===== src/rtl/byte_serial_subtractor_pkg.sv =====
`default_nettype none
// ============================================================================
//  Module      : byte_serial_subtractor_pkg
//  Description : Shared FSM state type and default operand size for the
//                byte-serial subtractor.
//  Revision    : 1.0 - initial release
// ============================================================================
package byte_serial_subtractor_pkg;

    // Default operand size in bytes (operand width = 8 * N_BYTES)
    localparam int N_BYTES_DEFAULT = 4;

    // Control states: waiting for operands, processing bytes, holding the result
    typedef enum logic [1:0] {
        IDLE = 2'd0,
        BUSY = 2'd1,
        DONE = 2'd2
    } state_t;

endpackage : byte_serial_subtractor_pkg
`default_nettype wire


===== src/rtl/byte_serial_subtractor_adder.sv =====
`default_nettype none
// ============================================================================
//  Module      : eightBitAdder
//  Description : 8-bit adder with carry-in and carry-out, the per-byte slice
//                of the byte-serial subtractor.
//  Revision    : 1.0 - initial release
// ============================================================================
module eightBitAdder (
    input  logic [7:0] a,
    input  logic [7:0] b,
    input  logic       cin,
    output logic [7:0] sum,
    output logic       cout
);

    // Widen to 9 bits so the carry-out falls out of the same addition
    assign {cout, sum} = {1'b0, a} + {1'b0, b} + {8'd0, cin};

endmodule : eightBitAdder
`default_nettype wire


===== src/rtl/byte_serial_subtractor.sv =====
`default_nettype none
// ============================================================================
//  Module      : byte_serial_subtractor
//  Description : Computes x - y one byte per clock (LSB first) as x + ~y + 1,
//                reusing a single 8-bit adder. Reports borrow, signed
//                overflow and zero with the held result.
//  Revision    : 1.0 - initial release
// ============================================================================
module byte_serial_subtractor
    import byte_serial_subtractor_pkg::*;
#(
    parameter int N_BYTES = N_BYTES_DEFAULT
) (
    input  logic                 clk,
    input  logic                 rst_n,
    input  logic                 in_valid,
    output logic                 in_ready,
    input  logic [8*N_BYTES-1:0] x,
    input  logic [8*N_BYTES-1:0] y,
    output logic                 out_valid,
    input  logic                 out_ready,
    output logic [8*N_BYTES-1:0] d,
    output logic                 borrow,
    output logic                 overflow,
    output logic                 zero
);

    localparam int                W        = 8 * N_BYTES;
    localparam int                IDX_W    = (N_BYTES > 1) ? $clog2(N_BYTES) : 1;
    localparam logic [IDX_W-1:0]  LAST_IDX = IDX_W'(N_BYTES - 1);

    state_t           state;
    state_t           state_nxt;
    logic [W-1:0]     x_q;        // latched minuend
    logic [W-1:0]     yn_q;       // latched inverted subtrahend
    logic [W-1:0]     d_q;        // result, filled byte by byte
    logic             carry;      // only link between consecutive bytes
    logic [IDX_W-1:0] idx;        // byte currently being processed
    logic             accept;
    logic [7:0]       add_a;
    logic [7:0]       add_b;
    logic [7:0]       add_sum;
    logic             add_cout;

    assign in_ready  = (state == IDLE);
    assign out_valid = (state == DONE);
    assign accept    = in_valid && in_ready;

    // Operands for the shared adder are selected by the byte index
    assign add_a = x_q[idx*8 +: 8];
    assign add_b = yn_q[idx*8 +: 8];

    eightBitAdder u_adder (
        .a    (add_a),
        .b    (add_b),
        .cin  (carry),
        .sum  (add_sum),
        .cout (add_cout)
    );

    // State register
    always_ff @(posedge clk or negedge rst_n) begin
        if (!rst_n) state <= IDLE;
        else        state <= state_nxt;
    end

    // Next-state logic: accept -> N_BYTES processing edges -> hold until taken
    always_comb begin
        state_nxt = state;
        case (state)
            IDLE:    if (accept) state_nxt = BUSY;
            BUSY:    if (idx == LAST_IDX) state_nxt = DONE;
            DONE:    if (out_ready) state_nxt = IDLE;
            default: state_nxt = IDLE;
        endcase
    end

    // Datapath: latch operands on accept, then fold in one byte per edge
    always_ff @(posedge clk or negedge rst_n) begin
        if (!rst_n) begin
            x_q   <= '0;
            yn_q  <= '0;
            d_q   <= '0;
            carry <= 1'b0;
            idx   <= '0;
        end else begin
            case (state)
                IDLE: begin
                    if (accept) begin
                        x_q   <= x;
                        yn_q  <= ~y;
                        d_q   <= '0;
                        carry <= 1'b1;   // the +1 of the two's-complement negate
                        idx   <= '0;
                    end
                end
                BUSY: begin
                    d_q[idx*8 +: 8] <= add_sum;
                    carry           <= add_cout;
                    idx             <= idx + IDX_W'(1);
                end
                default: ;
            endcase
        end
    end

    assign d = d_q;

    // Flags only mean something once the full result is held; ~yn_q restores y's sign
    assign borrow   = out_valid && !carry;
    assign zero     = out_valid && (d_q == '0);
    assign overflow = out_valid && (x_q[W-1] != ~yn_q[W-1]) && (d_q[W-1] != x_q[W-1]);

endmodule : byte_serial_subtractor
`default_nettype wire


===== config.mk =====
export PLATFORM = sky130hd
export DESIGN_NAME = byte_serial_subtractor
export DESIGN_NICKNAME = d
export VERILOG_FILES = /design/src/rtl/byte_serial_subtractor_pkg.sv /design/src/rtl/byte_serial_subtractor_adder.sv /design/src/rtl/byte_serial_subtractor.sv
export SDC_FILE = /design/constraint.sdc
export NUM_CORES = 1
export LEC_CHECK = 0
export CORE_MARGIN = 5
export CORE_UTILIZATION = 40
export DETAILED_ROUTE_END_ITERATION = 16
export MAX_ROUTING_LAYER = met4
export PLACE_DENSITY = 0.8
export SYNTH_ARGS = -nofsm -noshare
export SYNTH_HDL_FRONTEND = slang
export SYNTH_SLANG_ARGS = --single-unit

===== constraint.sdc =====
create_clock -name clk -period 3.1 [get_ports clk]
set_input_delay 0.93 -clock clk [delete_from_list [all_inputs] [get_ports clk]]
set_output_delay 0.93 -clock clk [all_outputs]
set_load 0.01 [all_outputs]

Yosys cells after proc, flatten, opt, wreduce, memory -nomap -nowiden
Index checks and enable logic that the tools add are counted.
- bits in registers: 101
- bits of input ports: 68
- output and inout bits: 37
- word-level logic and storage cells: 47
- add/sub/neg operators: 4
- eq/ne operators: 8
- shift operators: 4
- mux-type cells: 11
- bitwise gates (word level): 2
- reduce and logical (&&, ||, !) cells: 12
- operators with widths (kind ; number):
    $pmux 32 s2 ; 1
    $shiftx 32x6->8 ; 2
    $neg 5->34 ; 1
    $shift 8x34->32 const A ; 1
    $shiftx 8x34->32 ; 1
    $bwmux 32 ; 1
    $logic_not 32->1 ; 1
    $mux 32 ; 1
    $not 32->32 ; 1
    $add 8x8->9 ; 1
    $add 9x1->9 ; 1
    $mux 2 ; 4
    $pmux 2 s3 ; 1
    $logic_and 1x1->1 ; 5
    $eq 2x2->1 const B ; 2
    $ne 2x1->1 const B ; 2
    $pmux 2 s2 ; 1
    $reduce_and 2->1 ; 2
    $reduce_and 3->1 ; 1
    $add 2x1->2 const B ; 1
    $eq 2x1->1 const B ; 1
    $logic_not 2->1 ; 1
    $ne 1x1->1 ; 2
    $ne 2x2->1 const B ; 1
    5 further kinds ; 5

Depth between registers and ports, before layout
- depth in word-level cells: 6
- mapped depth: 10

Cells and area by module
Synthesis repeated with hierarchy kept, for this count alone.
- cell total of the unflattened synthesis: 422
- area total of the unflattened synthesis: 4660.7 um^2
- by module, submodules not included (module ; instances ; cells an instance ; area each (um^2) ; sequential area each (um^2)):
    byte_serial_subtractor ; 1 ; 382 ; 4329.2 ; 2527.4
    eightBitAdder ; 1 ; 40 ; 331.6 ; 0.0

Worst setup path after synthesis
Ideal clock, no wire load.
- path kind: flip-flop to flip-flop
- start: register idx[0]
- end: register d_q[14] (netlist: d[14])
- arrival: 2.930 ns
- data required time: 3.005 ns
- path slack: 0.075 ns
- stages on the path, launching flop included: 11
- path buffers: 2
- cell sequence: dfrtp_1 buf_2 buf_2 mux4_2 fa_1 inv_1 fa_1 nor2b_4 o31a_1 o311a_4 o31ai_1
- word-level cells in the longest chain between the ends: 6
- elaborated cells between the ends (all ways): 9
- ends and longest elaborated chain (what ; RTL line ; source):
    start, declared ; byte_serial_subtractor.sv:38 ; logic [IDX_W-1:0] idx;
    start signal, assigned ; byte_serial_subtractor.sv:100 ; idx <= idx + IDX_W'(1);
    $shiftx 32x6->8, on equally long branches ; byte_serial_subtractor.sv:50, byte_serial_subtractor.sv:51 ;
    $add 8x8->9 ; byte_serial_subtractor_adder.sv:17 ; assign {cout, sum} = {1'b0, a} + {1'b0, b} + {8'd0, cin};
    $add 9x1->9 ; byte_serial_subtractor_adder.sv:17 ;
    $shiftx 8x34->32 ; byte_serial_subtractor.sv:98 ; d_q[idx*8 +: 8] <= add_sum;
    $bwmux 32 (*) ; byte_serial_subtractor.sv:98 ;
    $pmux 32 s2 (*) ; byte_serial_subtractor.sv:87 ; case (state)
    end signal, assigned by index ; byte_serial_subtractor.sv:98 ;
    end, declared ; byte_serial_subtractor.sv:36 ; logic [W-1:0] d_q;
Mark *: on every way between the ends. The rest lies on a longest branch, timed or not.
A chain may end at the register's enable or synchronous reset.

Final worst setup path
- start: register idx[0]
- end: register d_q[31] (netlist: d[31])
Same word-level chain as after synthesis.

==> flow_summary.ini <==
[global_routing]
gr-total-overflow = 0
grt_pass1_wl_um = 20000
grt_max_degree = 74
antenna_found_initial = 0
grt_use_total = 0.181
grt_pass1_vias = 3897

[cells_and_area]
nets = 625
drive_gt1_frac = 0.107
design_area_mm2 = 0.00618
postLayoutCoreUtil = 0.541
insertedDiodeCount = 0
multiInputGateArea_mm2 = 0.00203
regArea_mm2 = 0.00253
num-fill-cells = 1012
syn_to_final_growth_pct = 32.3

[worst_setup_path]
startpoint = idx[0]
crit_arrival_ns = 3.10
crit_path_max_fanout = 12
r2r_cells = 7
critPathRequiredTime_ns = 3.33
critPathCaptureType = flip-flop
r2r_end = d[31]
r2r_slack_ns = 0.23
critical_path_class = flip-flop to flip-flop
r2r-start = idx[0]
setup.worst_path.end = d[31]
start_kind = flip-flop

[yosys]
synth_area_leaders = dfrtp_1 54%, nand2_1 8.8%, mux4_2 7.7%
synthMuxAreaShare = 0.0771
ys_seq_area_frac = 0.541
synth-simple-area-share = 0.175
syn_nets = 520
ys_ff_latch = 101
synth_edf_count = 0
postSynth.asyncResetShare = 1.00
synth_flop_cell = dfrtp_1
syn_avg_cell_area_um2 = 10.6
synth_xor_area_frac = 0.00375
synthCells = 439
ys_warn_count = 0
synth_cell_types = 44
synth_top_area_share = 0.541
yosys-top-cells-count = 110 x nand2_1, 101 x dfrtp_1, 41 x nor2_1, 40 x a21oi_1, 20 x a22o_1
synth_compound_area_frac = 0.133
syn_area_mm2 = 0.00467
synth_adder_area_share = 0.0380
yosys.area.top_type = dfrtp_1
post-synth-top-count-cell = nand2_1
synth_top_family_by_area = simple AND/OR/NAND/NOR gates

[route]
drt_iter0_drc = 206
post_drt_wl_per_cell_um = 17.2
num_vias = 3695
drc = 0
first_pass_iters = 5
wl_um = 11900
ant_nets = 0
vias_per_cell = 5.34

[sta]
finClkSkew_ns = 0.00874
max_slew.worst_pin.slew_ns = 0.742
drv_slew = 0
setup_viol = 0
setup_tns_ns = 0
timing.slew.headroom = 0.501
whs_ns = 0.477
period_needed_ns = 2.87
fmax_mhz = 348
finalCritPeriodShare = 0.927
grt_setup_unrepaired = false
hold_viol = 0

[clocking]
cts_tree = built
cts.sinks = 101
clock_path_buffers = 2
path_clk_slew_ns = 0.07
cts_root_buf = clkbuf_16
cts_htree_levels = 3
clock_latency_ns = 0.34
cts_buffers = 9

[placed_design]
portBuffers = 104
dpl.hpwl_um = 9150
placed_cell_area_mm2 = 0.00587
globalplace.congestion = 0.940

[floorplan]
die_area_mm2 = 0.0139
row_count = 39
core_mm2 = 0.0114
ioPinCount = 105
die_w_um = 118
die_h_um = 118
start_util = 0.409

[run_status]
status = completed

[power]
peakVddDrop_mv = 0.694
power_leakage_nw = 2.75
power.total_mw = 7.79
powerDensity_mw_per_mm2 = 1260

[flow_run]
drv.max_cap_violation_count = 0

[hold_path]
hold_path_class = flip-flop to flip-flop
flip-flops by register name, indices dropped and copies added, names as in the netlist:
register,flops
carry,1
d,32
idx,2
state,2
x_q,32
yn_q,32
worst max-delay path, cell delays in order (launching register included):
cell and delay [ns]:
dfrtp_1 0.45, buf_4 0.30, mux4_2 0.55, ha_1 0.33
a211oi_1 0.43, o211ai_1 0.19, a21o_1 0.23, a32o_1 0.28
where the power goes:
group	internal (mW)	switching, mW
combinational	1.95	2.42
sequential	1.91	0.441
clock	0.561	0.512
cells in the final DEF, fill, tap and decap left out, types with 2 or more instances in the layout:
cell type and n:
a21o_1 2, a21oi_1 40, a22o_1 20, a32o_1 4, and3_1 2, buf_4 13, clkbuf_16 9, clkdlybuf4s50_1 102
clkinv_4 3, dfrtp_1 101, fa_1 2, ha_1 11, inv_1 8, inv_6 2, mux4_2 16, nand2_1 110
nand3_1 5, nor2_1 41, nor3_1 2, nor3b_2 2, nor4_1 5, nor4_2 3, o211ai_1 2, o21a_1 2
o21ai_0 10, o31ai_1 3, o31ai_2 2, or3_1 3, or4_1 2, xnor2_1 2
what timing repair did:
| item | in CTS | in global routing |
|---|---|---|
| hold buffers | 0 | 0 |
| hold endpoints to repair | 0 | 0 |
| setup endpoints to repair | 1 | 1 |
| buffers inserted | 0 | 0 |
| resized for setup | 1 | 4 |
cell type report:
type,count,share of cell area
Inverter,8,0.00486
Clock inverter,6,0.00891
Clock buffer,10,0.0371
Sequential cell,101,0.409
Tap cell,143,0.0290
Timing Repair Buffer,116,0.183
Multi-Input combinational cell,308,0.328
per-layer routing:
| metal | vias up | GRT usage | routed length [um] |
|---|---|---|---|
| met5 | - | - | 0 |
| met1 | 1806 | 0.230 | 5200 |
| met3 | 23 | 0.0408 | 565 |
| li1 | 1754 | - | - |
| met2 | 112 | 0.283 | 5870 |
| met4 | 0 | 0.0688 | 275 |
kinds of logic (layout without fill, tap and decap cells):
family / after synthesis / count (layout)
simple gates: 186 / 186
flops: 101 / 101
compound gates: 91 / 91
buf+inv: 30 / 140
mux: 16 / 16
fa+ha+maj: 13 / 13
xor+xnor: 2 / 2
through the flow:
step	cells	setup WS [ns]
after floorplan	439	0.0746
after global placement	676	0.290
after detailed placement	676	0.226
after CTS	692	0.0516
after global routing	692	0.0628
final	692	0.227
worst min-delay path by stage:
| stage | from | endpoint | slack [ns] | cells past startpoint |
|---|---|---|---|---|
| detailed placement | x_q[22] | x_q[22] | 0.46 | 2 |
| floorplan | x_q[16] | x_q[16] | 0.44 | 2 |
| finish | x_q[20] | x_q[20] | 0.48 | 2 |
| global route | x_q[22] | x_q[22] | 0.50 | 2 |
| CTS | x_q[22] | x_q[22] | 0.48 | 2 |
| global placement | x_q[13] | x_q[13] | 0.45 | 2 |
Power figures use the tool's default switching activity.
